## config.mk

```make
export PLATFORM = sky130hd
export DESIGN_NAME = mmio_uart_tx
export DESIGN_NICKNAME = d
export VERILOG_FILES = /design/src/rtl/mmio_uart_tx.sv
export SDC_FILE = /design/constraint.sdc
export NUM_CORES = 1
export LEC_CHECK = 0
export BUFFER_PORTS_ARGS = -buffer_cell sky130_fd_sc_hd__buf_2
export CORE_MARGIN = 1.5
export CORE_UTILIZATION = 25
export CTS_BUF_LIST = sky130_fd_sc_hd__clkbuf_8
export DETAILED_ROUTE_END_ITERATION = 10
export SLEW_MARGIN = 5
export SYNTH_ARGS = -nofsm -noshare
export SYNTH_HDL_FRONTEND = slang
export SYNTH_SLANG_ARGS = --single-unit
```

## constraint.sdc

```tcl
create_clock -name clock_i -period 5.98 [get_ports clock_i]
set_input_delay 0.598 -clock clock_i [delete_from_list [all_inputs] [get_ports clock_i]]
set_output_delay 0.598 -clock clock_i [all_outputs]
set_load 0.01 [all_outputs]
```

## src/rtl/mmio_uart_tx.sv

```systemverilog
// Memory-mapped 8N1 UART transmitter that sits on the CPU data-RAM bus.
// TXDATA (BASEADDR) queues a byte into a small FIFO. STATUS (BASEADDR+1)
// reports the FIFO and FSM state and a sticky overflow flag.
// Bus read data is registered, and sel_o tells the top-level mux to use it.
//
// Bus handshake: no valid/ready. A write is taken on the edge where wr_i=1.
// A read presents data_o/sel_o exactly one cycle after the edge where rd_i=1.
// A TXDATA write that arrives while the FIFO is full is dropped and sets
// overflow. The exception is a cycle in which the transmitter pops: then
// the write is accepted.
module mmio_uart_tx #(
    parameter int                        DATASIZE = 16,
    parameter int                        ADDRSIZE = 11,
    parameter logic [ADDRSIZE-1:0]       BASEADDR = 11'h7F0,
    parameter int                        CLKDIV   = 434,
    parameter int                        FIFOAW   = 2
) (
    input  logic                clock_i,
    input  logic                nreset_i,
    input  logic [ADDRSIZE-1:0] addr_i,
    input  logic [DATASIZE-1:0] data_i,
    input  logic                wr_i,
    input  logic                rd_i,
    output logic [DATASIZE-1:0] data_o,
    output logic                sel_o,
    output logic                tx_o
);

    localparam int                  DEPTH     = 1 << FIFOAW;
    localparam int                  BW        = (CLKDIV > 2) ? $clog2(CLKDIV) : 1;
    localparam logic [BW-1:0]       BCNT_LAST = BW'(CLKDIV - 1);
    localparam logic [ADDRSIZE-1:0] STAT_ADDR = BASEADDR + 1'b1;

    typedef enum logic [1:0] {
        S_IDLE  = 2'd0,
        S_START = 2'd1,
        S_DATA  = 2'd2,
        S_STOP  = 2'd3
    } state_t;

    // FIFO storage and bookkeeping
    logic [7:0]        mem_q [DEPTH];
    logic [FIFOAW-1:0] wptr_q, rptr_q;
    logic [FIFOAW:0]   count_q, count_d;

    // Transmit FSM
    state_t            state_q, state_d;
    logic [BW-1:0]     bcnt_q, bcnt_d;
    logic [2:0]        bit_q, bit_d;
    logic [7:0]        shift_q, shift_d;
    logic              tx_q, tx_d;

    // Bus-side registers
    logic              ovf_q, ovf_d;
    logic [DATASIZE-1:0] data_q, data_d;
    logic              sel_q, sel_d;

    logic hit_data, hit_stat, full, empty, busy;
    logic push_req, push, pop, ovf_evt, bcnt_last;
    logic [2:0] cnt3;
    logic [DATASIZE-1:0] status;

    // The upper write-data byte has no destination.
    logic unused_hi;
    assign unused_hi = ^data_i[DATASIZE-1:8];

    assign hit_data  = (addr_i == BASEADDR);
    assign hit_stat  = (addr_i == STAT_ADDR);
    assign full      = (count_q == (FIFOAW+1)'(DEPTH));
    assign empty     = (count_q == '0);
    assign busy      = (state_q != S_IDLE);
    assign bcnt_last = (bcnt_q == BCNT_LAST);
    assign cnt3      = 3'(count_q);

    // The FSM pops whenever it is idle and a byte is waiting.
    // That pop frees a slot, so a push can land on a full FIFO in the same cycle.
    assign pop      = (state_q == S_IDLE) && !empty;
    assign push_req = wr_i && hit_data;
    assign push     = push_req && (!full || pop);
    assign ovf_evt  = push_req && full && !pop;

    // FIFO occupancy, overflow flag and registered read data
    always_comb begin
        count_d = count_q;
        case ({push, pop})
            2'b10:   count_d = count_q + 1'b1;
            2'b01:   count_d = count_q - 1'b1;
            default: count_d = count_q;
        endcase

        // A STATUS read clears overflow, but a fresh overflow event takes priority.
        ovf_d = ovf_q;
        if (rd_i && hit_stat) ovf_d = 1'b0;
        if (ovf_evt)          ovf_d = 1'b1;

        // STATUS shows the state before this edge, so a same-cycle push is not counted.
        status      = '0;
        status[0]   = full;
        status[1]   = empty;
        status[2]   = busy;
        status[5:3] = cnt3;
        status[6]   = ovf_q;

        sel_d  = rd_i && (hit_data || hit_stat);
        data_d = (rd_i && hit_stat) ? status : '0;
    end

    // FIFO pointers, count, overflow and bus read registers
    always_ff @(posedge clock_i) begin
        if (!nreset_i) begin
            wptr_q  <= '0;
            rptr_q  <= '0;
            count_q <= '0;
            ovf_q   <= 1'b0;
            data_q  <= '0;
            sel_q   <= 1'b0;
        end else begin
            if (push) wptr_q <= wptr_q + 1'b1;
            if (pop)  rptr_q <= rptr_q + 1'b1;
            count_q <= count_d;
            ovf_q   <= ovf_d;
            data_q  <= data_d;
            sel_q   <= sel_d;
        end
    end

    // FIFO storage: only the pointers are reset, so stale contents are harmless
    always_ff @(posedge clock_i) begin
        if (push) mem_q[wptr_q] <= data_i[7:0];
    end

    // Transmit FSM next state. tx is derived from the next state so it is registered.
    always_comb begin
        state_d = state_q;
        bcnt_d  = bcnt_q;
        bit_d   = bit_q;
        shift_d = shift_q;
        case (state_q)
            S_IDLE: begin
                if (!empty) begin
                    shift_d = mem_q[rptr_q];
                    bcnt_d  = '0;
                    state_d = S_START;
                end
            end
            S_START: begin
                if (bcnt_last) begin
                    bcnt_d  = '0;
                    bit_d   = 3'd0;
                    state_d = S_DATA;
                end else begin
                    bcnt_d = bcnt_q + 1'b1;
                end
            end
            S_DATA: begin
                if (bcnt_last) begin
                    bcnt_d = '0;
                    if (bit_q == 3'd7) begin
                        state_d = S_STOP;
                    end else begin
                        bit_d   = bit_q + 1'b1;
                        shift_d = {1'b0, shift_q[7:1]};
                    end
                end else begin
                    bcnt_d = bcnt_q + 1'b1;
                end
            end
            S_STOP: begin
                if (bcnt_last) begin
                    bcnt_d  = '0;
                    state_d = S_IDLE;
                end else begin
                    bcnt_d = bcnt_q + 1'b1;
                end
            end
            default: state_d = S_IDLE;
        endcase

        case (state_d)
            S_START: tx_d = 1'b0;
            S_DATA:  tx_d = shift_d[0];
            default: tx_d = 1'b1;
        endcase
    end

    // Transmit FSM registers; reset aborts any frame in flight and drives the line high
    always_ff @(posedge clock_i) begin
        if (!nreset_i) begin
            state_q <= S_IDLE;
            bcnt_q  <= '0;
            bit_q   <= 3'd0;
            shift_q <= 8'h00;
            tx_q    <= 1'b1;
        end else begin
            state_q <= state_d;
            bcnt_q  <= bcnt_d;
            bit_q   <= bit_d;
            shift_q <= shift_d;
            tx_q    <= tx_d;
        end
    end

    assign data_o = data_q;
    assign sel_o  = sel_q;
    assign tx_o   = tx_q;

endmodule

```

==> metrics.txt, run 1 <==
status=completed; TritonRoute pass-1 iters=4; largest cells by area after synthesis=edfxtp_1, dfxtp_1, mux4_2; crit-path max cell delay=560 ps; vias in the first global route=1994; Reg clk slew, reported paths=80 ps; Worst path slowest cell=or4b_4; Post-Syn Area per Cell=12.0 µm²; Antenna Nets Post-Route=0; IO Port Bufs=31; total power=0.973 mW; area delta synth->final=16.1%; clock skew=10.4 ps; Reg2Reg Depth=9; CTS tree=yes; Synth area leader=edfxtp_1; I/O pins=49; die width=115 µm; Rows=40; Max Cap Viol=0; highest clock rate=360 MHz; # diodes=0; Starting Density=25.9%; hold path cells=2; Yosys warnings=0; Detailed Place HPWL=3960 µm; worst path required time=6240 ps; Die Area=13200 µm²; Pleak=1.30 nW; R2R setup slack=3340 ps; CP startpoint kind=input pin; Setup Buffers After CTS=0; Hold Buf Count CTS=0; Slew headroom=37.1%; vias per cell=4.35; EDFF count, synth=32; GP Congestion=0.783; final critical-path share of the clock period=46.4%; peak supply drop=0.180 mV; most numerous cell in the Yosys netlist=dfxtp_1; WP data arrival=3040 ps; Post-synth top flop=dfxtp_1; Critical Path Fanout Max=5; HP Class=reg -> reg; Setup Viol. Count Final=0; count of different cell masters after synthesis=47; antenna violations before repair=0; startpoint of the worst hold path=shift_q[1]$_SDFFE_PN0P_; first-pass GRT wire length=9560 µm; total core area=12100 µm²; total global routing track utilization=9.49%; Slew Viols, Final=0; grt ovf=0; CTS sink cnt=73; critical path endpoint category=flip-flop; Synth top area share=30.6%; Min-Delay Endpoint=shift_q[1]$_SDFFE_PN0P_; initial DRC count=97; Final Critical Period=2780 ps; Clock Path Buffers=2; top cells by count, synth=dfxtp_1, edfxtp_1, nand2_1, nor2_1, a21oi_1; crit path kind=in -> reg; RR Endpoint=cnt3[2]$_SDFFE_PN0P_; Post-Route WL=5700 µm; Hold Vio Cnt, Final=0; register area share after synthesis=56.7%; RSZ-0062 raised after global routing=false; critical path cell sequence=buf_2 > or4b_4 > nor4_4 > and2b_1 > inv_2 > ha_1 > fa_1 > xnor2_1 > or3_1 > a21oi_1; clock root cell=clkbuf_8; worst slew pin tran=942 ps; average wire per standard cell=12.2 µm; Yosys reg bits=73; Die H=115 µm; Mapped Cells=262; Final #Nets=337; via count=2035; Power Density=267 nW/µm²; Resized Gates After CTS=0; TNS Setup=0 ps; Clock H-tree levels=3; synthesized area=3140 µm²; largest net degree at the start of global routing=30; worst-skew pair later-pin latency=340 ps; share of layout cells above drive strength 1=21.3%; Reg-to-Reg Start=state_q[0]$_SDFF_PN0_; fraction of registers with async set/reset=0%; CTS buffer count=9; drc violations=0
==> power by group <==
group | switching [mW] | internal, mW | leakage, nW
sequential | 0.00257 | 0.521 | 0.618
clock | 0.185 | 0.234 | 0.0979
combinational | 0.0185 | 0.0114 | 0.581
total | 0.206 | 0.766 | 1.30
==> through the flow <==
step	instance area, µm²	instances	hold WS [ps]	setup slack (ps)	utilization [%]
after floorplan	3170	270	431	3140	-
after global placement	3430	453	441	2930	28.3
after detailed placement	3430	453	448	2860	28.3
after CTS	3650	468	453	3200	30.1
after global routing	3650	468	451	3080	30.1
final	3650	468	459	3200	30.1
==> routing by layer <==
layer / part of all wire, % / GRT usage, % / up-vias / wire, µm
li1: - / - / 1004 / -
met2: 53 / 17.3 / 34 / 3020
met4: 1.5 / 4.53 / 0 / 85
met1: 42 / 10.1 / 991 / 2390
met5: 0 / 0 / - / 0
met3: 3.7 / 2.74 / 6 / 211
==> state kept, by name, indices dropped and copies added, names as in the netlist, named ones only <==
name and flops:
bcnt_q 9, bit_q 3, cnt3 3, data_o 7
mem_q 32, ovf_q 1, rptr_q 2, sel_o 1
shift_q 8, state_q 2, tx_o 1, wptr_q 2
==> cells by family (layout without fill, tap and decap cells) <==
family	after synthesis	count (layout)	share of synthesized area (%)
AOI/OAI and AO/OA	44	44	8.84
xor gates and xnor gates	6	6	1.67
adders and majority gates	10	10	4.22
buffers and inverters	23	53	4.14
DFF	73	73	56.7
muxes	11	11	6.69
other	1	9	0.119
and+or+nand+nor	94	94	17.6
==> final cells by class <==
type | count | area (µm²)
Sequential cell | 73 | 1780
Tap cell | 168 | 210
Fill cell | 1261 | 8460
Multi-Input combinational cell | 174 | 1260
Inverter | 7 | 26.3
Clock inverter | 6 | 91.3
Timing Repair Buffer | 31 | 155
Clock buffer | 9 | 124
==> critical path: cells and delay by family <==
kind	cells	cell delay, ps
buffers and inverters	2	170
XOR/XNOR	1	150
adder cells (fa/ha/maj)	2	630
AND/OR/NAND/NOR	4	1340
AO/OA/AOI/OAI	1	140
==> cell usage in the layout, fill, tap and decap left out, types with 9 or more instances in the layout <==
cell,synthesis,final
a21oi_1,16,16
and2_1,11,11
buf_2,2,31
clkbuf_8,0,9
conb_1,1,9
dfxtp_1,41,41
edfxtp_1,32,32
ha_1,9,9
nand2_1,23,23
nor2_1,23,23
==> how the worst max path moves through the flow <==
stage	from	to	slack [ps]
floorplan	addr_i[1]	cnt3[2]$_SDFFE_PN0P_	3140
global placement	addr_i[1]	cnt3[2]$_SDFFE_PN0P_	2930
detailed placement	addr_i[1]	cnt3[2]$_SDFFE_PN0P_	2860
CTS	addr_i[1]	cnt3[2]$_SDFFE_PN0P_	3200
global route	addr_i[1]	cnt3[2]$_SDFFE_PN0P_	3080
finish	addr_i[1]	cnt3[2]$_SDFFE_PN0P_	3200
Note: power is estimated with default switching activity, not from simulation.
==> inputs of run 2 (changes only) <==
--- a/config.mk
+++ b/config.mk
@@ -5,6 +5,7 @@
 export SDC_FILE = /design/constraint.sdc
 export NUM_CORES = 1
 export LEC_CHECK = 0
+export ABC_AREA = 1
 export BUFFER_PORTS_ARGS = -buffer_cell sky130_fd_sc_hd__buf_2
 export CORE_MARGIN = 1.5
 export CORE_UTILIZATION = 25
==> constraint.sdc (replaced) <==
create_clock -name clock_i -period 2.7 [get_ports clock_i]
set_input_delay 0.27 -clock clock_i [delete_from_list [all_inputs] [get_ports clock_i]]
set_output_delay 0.27 -clock clock_i [all_outputs]
set_load 0.01 [all_outputs]
==> metrics.txt, run 2 <==
status=completed; top cells by count, synth=nand2_1, nor2_1, dfxtp_1; stages on the worst setup path=10; Mapped Cells=379; multiplexer share of the synthesized area=0%; area delta synth->final=15.6%; RSZ-0062 raised after global routing=false; grt ovf=0; first-pass GRT wire length=10800 µm; Resized Gates After CTS=0; antenna violations before repair=0; Worst path slowest cell=fa_1; Yosys warnings=0; final critical-path share of the clock period=83.2%; initial DRC count=90; synthesized area=3320 µm²; clock root cell=clkbuf_8; crit path capture=cnt3[2]$_SDFFE_PN0P_; GRT met3 Usage=3.28%; TNS Setup=0 ps; register area share after synthesis=53.7%; Worst Setup SP=state_q[1]$_SDFF_PN0_; Hold Buf Count CTS=0; CTS sink cnt=73; count of different cell masters after synthesis=40; Critical Path Fanout Max=9; M2 GR Usage=17.0%; Antenna Nets Post-Route=0; largest net degree at the start of global routing=21; Max Cap Viol=0; WP data arrival=2550 ps; complex-gate fraction of the synthesized area=10.8%; Die Area=14000 µm²; Reg clk slew, reported paths=80 ps; Post-Route WL=6360 µm; vias per cell=4.18; clock skew=8.95 ps; most numerous cell in the Yosys netlist=nand2_1; I/O pins=49; Clock Path Buffers=2; switching fraction of total power=34.8%; # diodes=0; Reg-to-Reg Start=state_q[1]$_SDFF_PN0_; critical path endpoint category=flip-flop; Reg2Reg Depth=10; GP Congestion=0.771; Hold Vio Cnt, Final=0; Most Used Layer, Global Route=met2; WP buf/inv=1; Detailed Place HPWL=4390 µm; via count=2478; Most Frequent Cell on Critical Path=a21oi_1; total global routing track utilization=9.74%; IO Port Bufs=31; peak supply drop=0.362 mV; met1 GRT Util=10.5%; crit-path max cell delay=390 ps; Synth top area share=28.9%; fill count=1349; highest clock rate=445 MHz; largest registers=mem_q (32), bcnt_q (9), shift_q (8); CTS tree=yes; final worst setup slack=454 ps; critical path cell sequence=nor2_2 > inv_1 > nand3_1 > nand3_2 > ha_1 > fa_1 > a21oi_1 > o21a_1 > o21ai_0 > a21oi_1; Die H=118 µm; worst path required time=3000 ps; CP startpoint kind=flip-flop; worst-skew pair later-pin latency=360 ps; R2R setup slack=450 ps; Final Critical Period=2250 ps; sw power=1.05 mW; die width=118 µm; Rows=41; Synth area leader=edfxtp_1; clock share of power=28.3%; sequential cell fraction of total power=45.1%; average wire per standard cell=10.7 µm; Final Util=30.0%; Largest register FFs=32; Slew Viols, Final=0; EDFF count, synth=32; Power Density=789 nW/µm²; Yosys reg bits=73; Largest Register=mem_q; Post-Syn Area per Cell=8.76 µm²; fraction of registers with async set/reset=0%; worst slew pin tran=701 ps; Setup Viol. Count Final=0; vias in the first global route=2374; Post-Synth Simple-Gate Area=22.9%; Setup Buffers After CTS=0; TritonRoute pass-1 iters=4; Synth Area in XOR/XNOR=0.528%; RR Endpoint=cnt3[2]$_SDFFE_PN0P_; Comb pwr share=26.5%; adder-cell area share of the yosys netlist=3.99%; commonest cells after routing, fill and taps aside=nand2_1, nor2_1, dfxtp_1; fin area=3840 µm²; Starting Density=26.0%; HP Class=in -> reg; Post-synth top flop=dfxtp_1; internal power=1.97 mW; largest family of logic cells by synthesized area=simple AND/OR/NAND/NOR gates; Pleak=1.56 nW; total core area=12800 µm²; Slew headroom=53.2%; largest cells by area after synthesis=edfxtp_1, dfxtp_1, nand2_1; Post-DP Area=3640 µm²; hold slack=117 ps; Clock H-tree levels=3; most common cell after layout, fill and taps aside=nand2_1; dpl ws=359 ps; critical path's top delay family=adder cells; share of layout cells above drive strength 1=17.8%; Final #Nets=457; crit path kind=reg -> reg; CTS buffer count=9; drc violations=0
-- run 2: cell types whose count changed in the layout (fill, tap and decap cells not counted), sizes merged, moves of 12 or more --
cell   previous run  this run
a21oi            16        28
inv               8        42
nand2            23        75
nand3             5        26
nor2             24        61
o21ai            10        28
-- run 2: metal layers --
metal,share of wire [%],vias up
li1,-,1298
met4,1.7,0
met2,50,34
met5,0,-
met1,45,1137
met3,3.4,9
-- run 2: logic make-up (layout without fill, tap and decap cells) --
family	count (synthesis)	in the layout
compound gates	63	63
xor+xnor	2	2
fa+ha+maj	10	10
buf+inv	58	92
flops	73	73
other cells	1	9
simple gates	172	172
-- run 2: worst reg2reg max path, delay by kind of cell (launching register included) --
family | cells | cell delay (ps)
fa+ha+maj | 2 | 700
simple gates | 3 | 490
compound gates | 4 | 530
buf+inv | 1 | 110
flops | 1 | 360
-- run 2: how the worst min path moves through the flow --
stage | start | to | slack (ps) | cells after the start
floorplan | data_i[0] | mem_q[0][0]$_DFFE_PP_ | 370 | 0
global placement | ovf_q$_SDFFE_PN0P_ | data_o[6]$_SDFF_PN0_ | 430 | 2
detailed placement | ovf_q$_SDFFE_PN0P_ | data_o[6]$_SDFF_PN0_ | 420 | 2
CTS | data_i[4] | mem_q[0][4]$_DFFE_PP_ | 110 | 1
global route | data_i[1] | mem_q[0][1]$_DFFE_PP_ | 100 | 1
finish | data_i[4] | mem_q[3][4]$_DFFE_PP_ | 120 | 1
-- run 2: layout make-up --
cell class,instances,area [µm²],area share (%)
Timing Repair Buffer,36,193,5.02
Clock inverter,7,71.3,1.86
Sequential cell,73,1780,46.4
Inverter,40,150,3.91
Tap cell,172,215,5.61
Multi-Input combinational cell,256,1300,33.9
Clock buffer,9,124,3.23
-- run 2: power groups by stage --
stage	Clock, mW	Combinational (mW)	Sequential (mW)
detailed placement	0	0.808	1.39
floorplan	0	0.666	1.37
global route	0.941	0.931	1.38
global placement	0	0.789	1.39
finish	0.858	0.803	1.37
CTS	0.882	0.810	1.37
-- run 2: stage by stage --
stage          instances  power [mW]
6_report             593        3.03
5_1_grt              593        3.26
4_1_cts              593        3.06
3_5_place_dp         577        2.20
3_3_place_gp         577        2.18
2_1_floorplan        387        2.03
==> inputs of run 3 (changes only) <==
==> constraint.sdc (replaced) <==
create_clock -name clock_i -period 2.2 [get_ports clock_i]
set_input_delay 0.22 -clock clock_i [delete_from_list [all_inputs] [get_ports clock_i]]
set_output_delay 0.22 -clock clock_i [all_outputs]
set_load 0.01 [all_outputs]
==> metrics.txt, run 3 (synthesis gave the netlist of run 2 again) <==
Power Density=969 nW/µm²; Worst Setup SP=cnt3[0]$_SDFFE_PN0P_; highest clock rate=510 MHz; antenna violations before repair=0; Die H=118 µm; largest registers=mem_q (32), bcnt_q (9), shift_q (8); Setup Viol. Count Final=0; fill count=1324; critical path endpoint category=flip-flop; Hold Buf Count CTS=0; Starting Density=26.0%; GP Congestion=0.774; I/O pins=49; Critical Path Fanout Max=6; Rows=41; stages on the worst setup path=10; worst-skew pair later-pin latency=350 ps; most common cell after layout, fill and taps aside=nand2_1; Pleak=1.58 nW; average wire per standard cell=10.2 µm; # diodes=0; critical path cell sequence=nor2_2 > nand2_1 > nand2_2 > inv_2 > ha_2 > fa_1 > a21oi_1 > o21a_1 > o21ai_0 > a21oi_1; die width=118 µm; WP buf/inv=1; Largest register FFs=32; area delta synth->final=17.0%; CP startpoint kind=flip-flop; critical path's top delay family=adder cells; drc violations=0; RSZ-0062 raised after global routing=false; fin cells=598; vias in the first global route=2381; via count=2472; Most Frequent Cell on Critical Path=a21oi_1; Clock Path Buffers=2; startpoint of the worst hold path=data_i[0]; commonest cells after routing, fill and taps aside=nand2_1, nor2_1, dfxtp_1; CTS sink cnt=73; Largest Register=mem_q; Reg2Reg Depth=10; Final Critical Period=1960 ps; total power=3.76 mW; HP Class=in -> reg; Die Area=14000 µm²; Max Cap Viol=0; Slew headroom=64.6%; crit-path max cell delay=390 ps; worst path required time=2480 ps; Worst path slowest cell=fa_1; TritonRoute pass-1 iters=4; CTS buffer count=9; status=completed; Hold Vio Cnt, Final=0; Antenna Nets Post-Route=0; largest net degree at the start of global routing=17; RR Endpoint=cnt3[2]$_SDFFE_PN0P_; IO Port Bufs=31; crit path kind=reg -> reg; Reg clk slew, reported paths=80 ps; CTS tree=yes; Final #Nets=462; clock root cell=clkbuf_8; worst slew pin tran=531 ps; Detailed Place HPWL=4320 µm; clock skew=5.76 ps; total global routing track utilization=9.54%; grt ovf=0; first-pass GRT wire length=10600 µm; placed cells=580; TNS Setup=0 ps; share of layout cells above drive strength 1=19.2%; total core area=12800 µm²; crit path capture=cnt3[2]$_SDFFE_PN0P_; final critical-path share of the clock period=89.2%; R2R setup slack=240 ps; Clock H-tree levels=3; Reg-to-Reg Start=cnt3[0]$_SDFFE_PN0P_; WP data arrival=2250 ps; vias per cell=4.13; peak supply drop=0.486 mV; initial DRC count=94; Post-Route WL=6080 µm; Slew Viols, Final=0
[run 3: cell type report]
type                            count  area [µm²]  area share [%]
Inverter                           40         150            3.87
Tap cell                          172         215            5.54
Multi-Input combinational cell    256        1310            33.7
Clock inverter                      7        71.3            1.84
Timing Repair Buffer               41         230            5.93
Sequential cell                    73        1780            45.9
Clock buffer                        9         124            3.19
[run 3: worst register-to-register path, stage by stage, from the launching register on]
cell,delay [ps]
dfxtp_1,380
nor2_2,170
nand2_1,90
nand2_2,130
inv_2,50
ha_2,180
fa_1,390
a21oi_1,160
o21a_1,140
o21ai_0,70
a21oi_1,130
[run 3: how the worst min path moves through the flow]
stage                             to  cells past startpoint
6_report       mem_q[1][0]$_DFFE_PP_                      1
5_1_grt        mem_q[0][4]$_DFFE_PP_                      1
4_1_cts        mem_q[3][4]$_DFFE_PP_                      1
3_5_place_dp    data_o[6]$_SDFF_PN0_                      2
3_3_place_gp    data_o[6]$_SDFF_PN0_                      2
2_1_floorplan  mem_q[0][0]$_DFFE_PP_                      0
[run 3: repair_timing]
action / CTS / global route
setup endpoints to repair: 0 / 1
gates resized for setup: 0 / 3
setup buffers: 0 / 2
[run 3: metal layers]
metal	up-vias	track usage (%)	wire length (µm)
li1	1308	-	-
met1	1123	10.8	2730
met2	33	16.0	3050
met3	8	2.90	206
met4	0	5.41	97
met5	-	0	0
[run 3: metrics by stage]
stage               hold WS [ps]  cell area [µm²]  setup slack (ps)  util, %
finish                      79.7             3880               238     30.4
global placement             423             3660               140     28.7
detailed placement           423             3660              94.6     28.7
CTS                         46.5             3860               111     30.2
global route                60.5             3880              8.53     30.4
floorplan                    319             3350               236        -
[run 3: where the power goes]
part | internal [mW] | switching, mW
clock | 0.523 | 0.508
combinational | 0.394 | 0.651
sequential | 1.56 | 0.129
total | 2.47 | 1.29
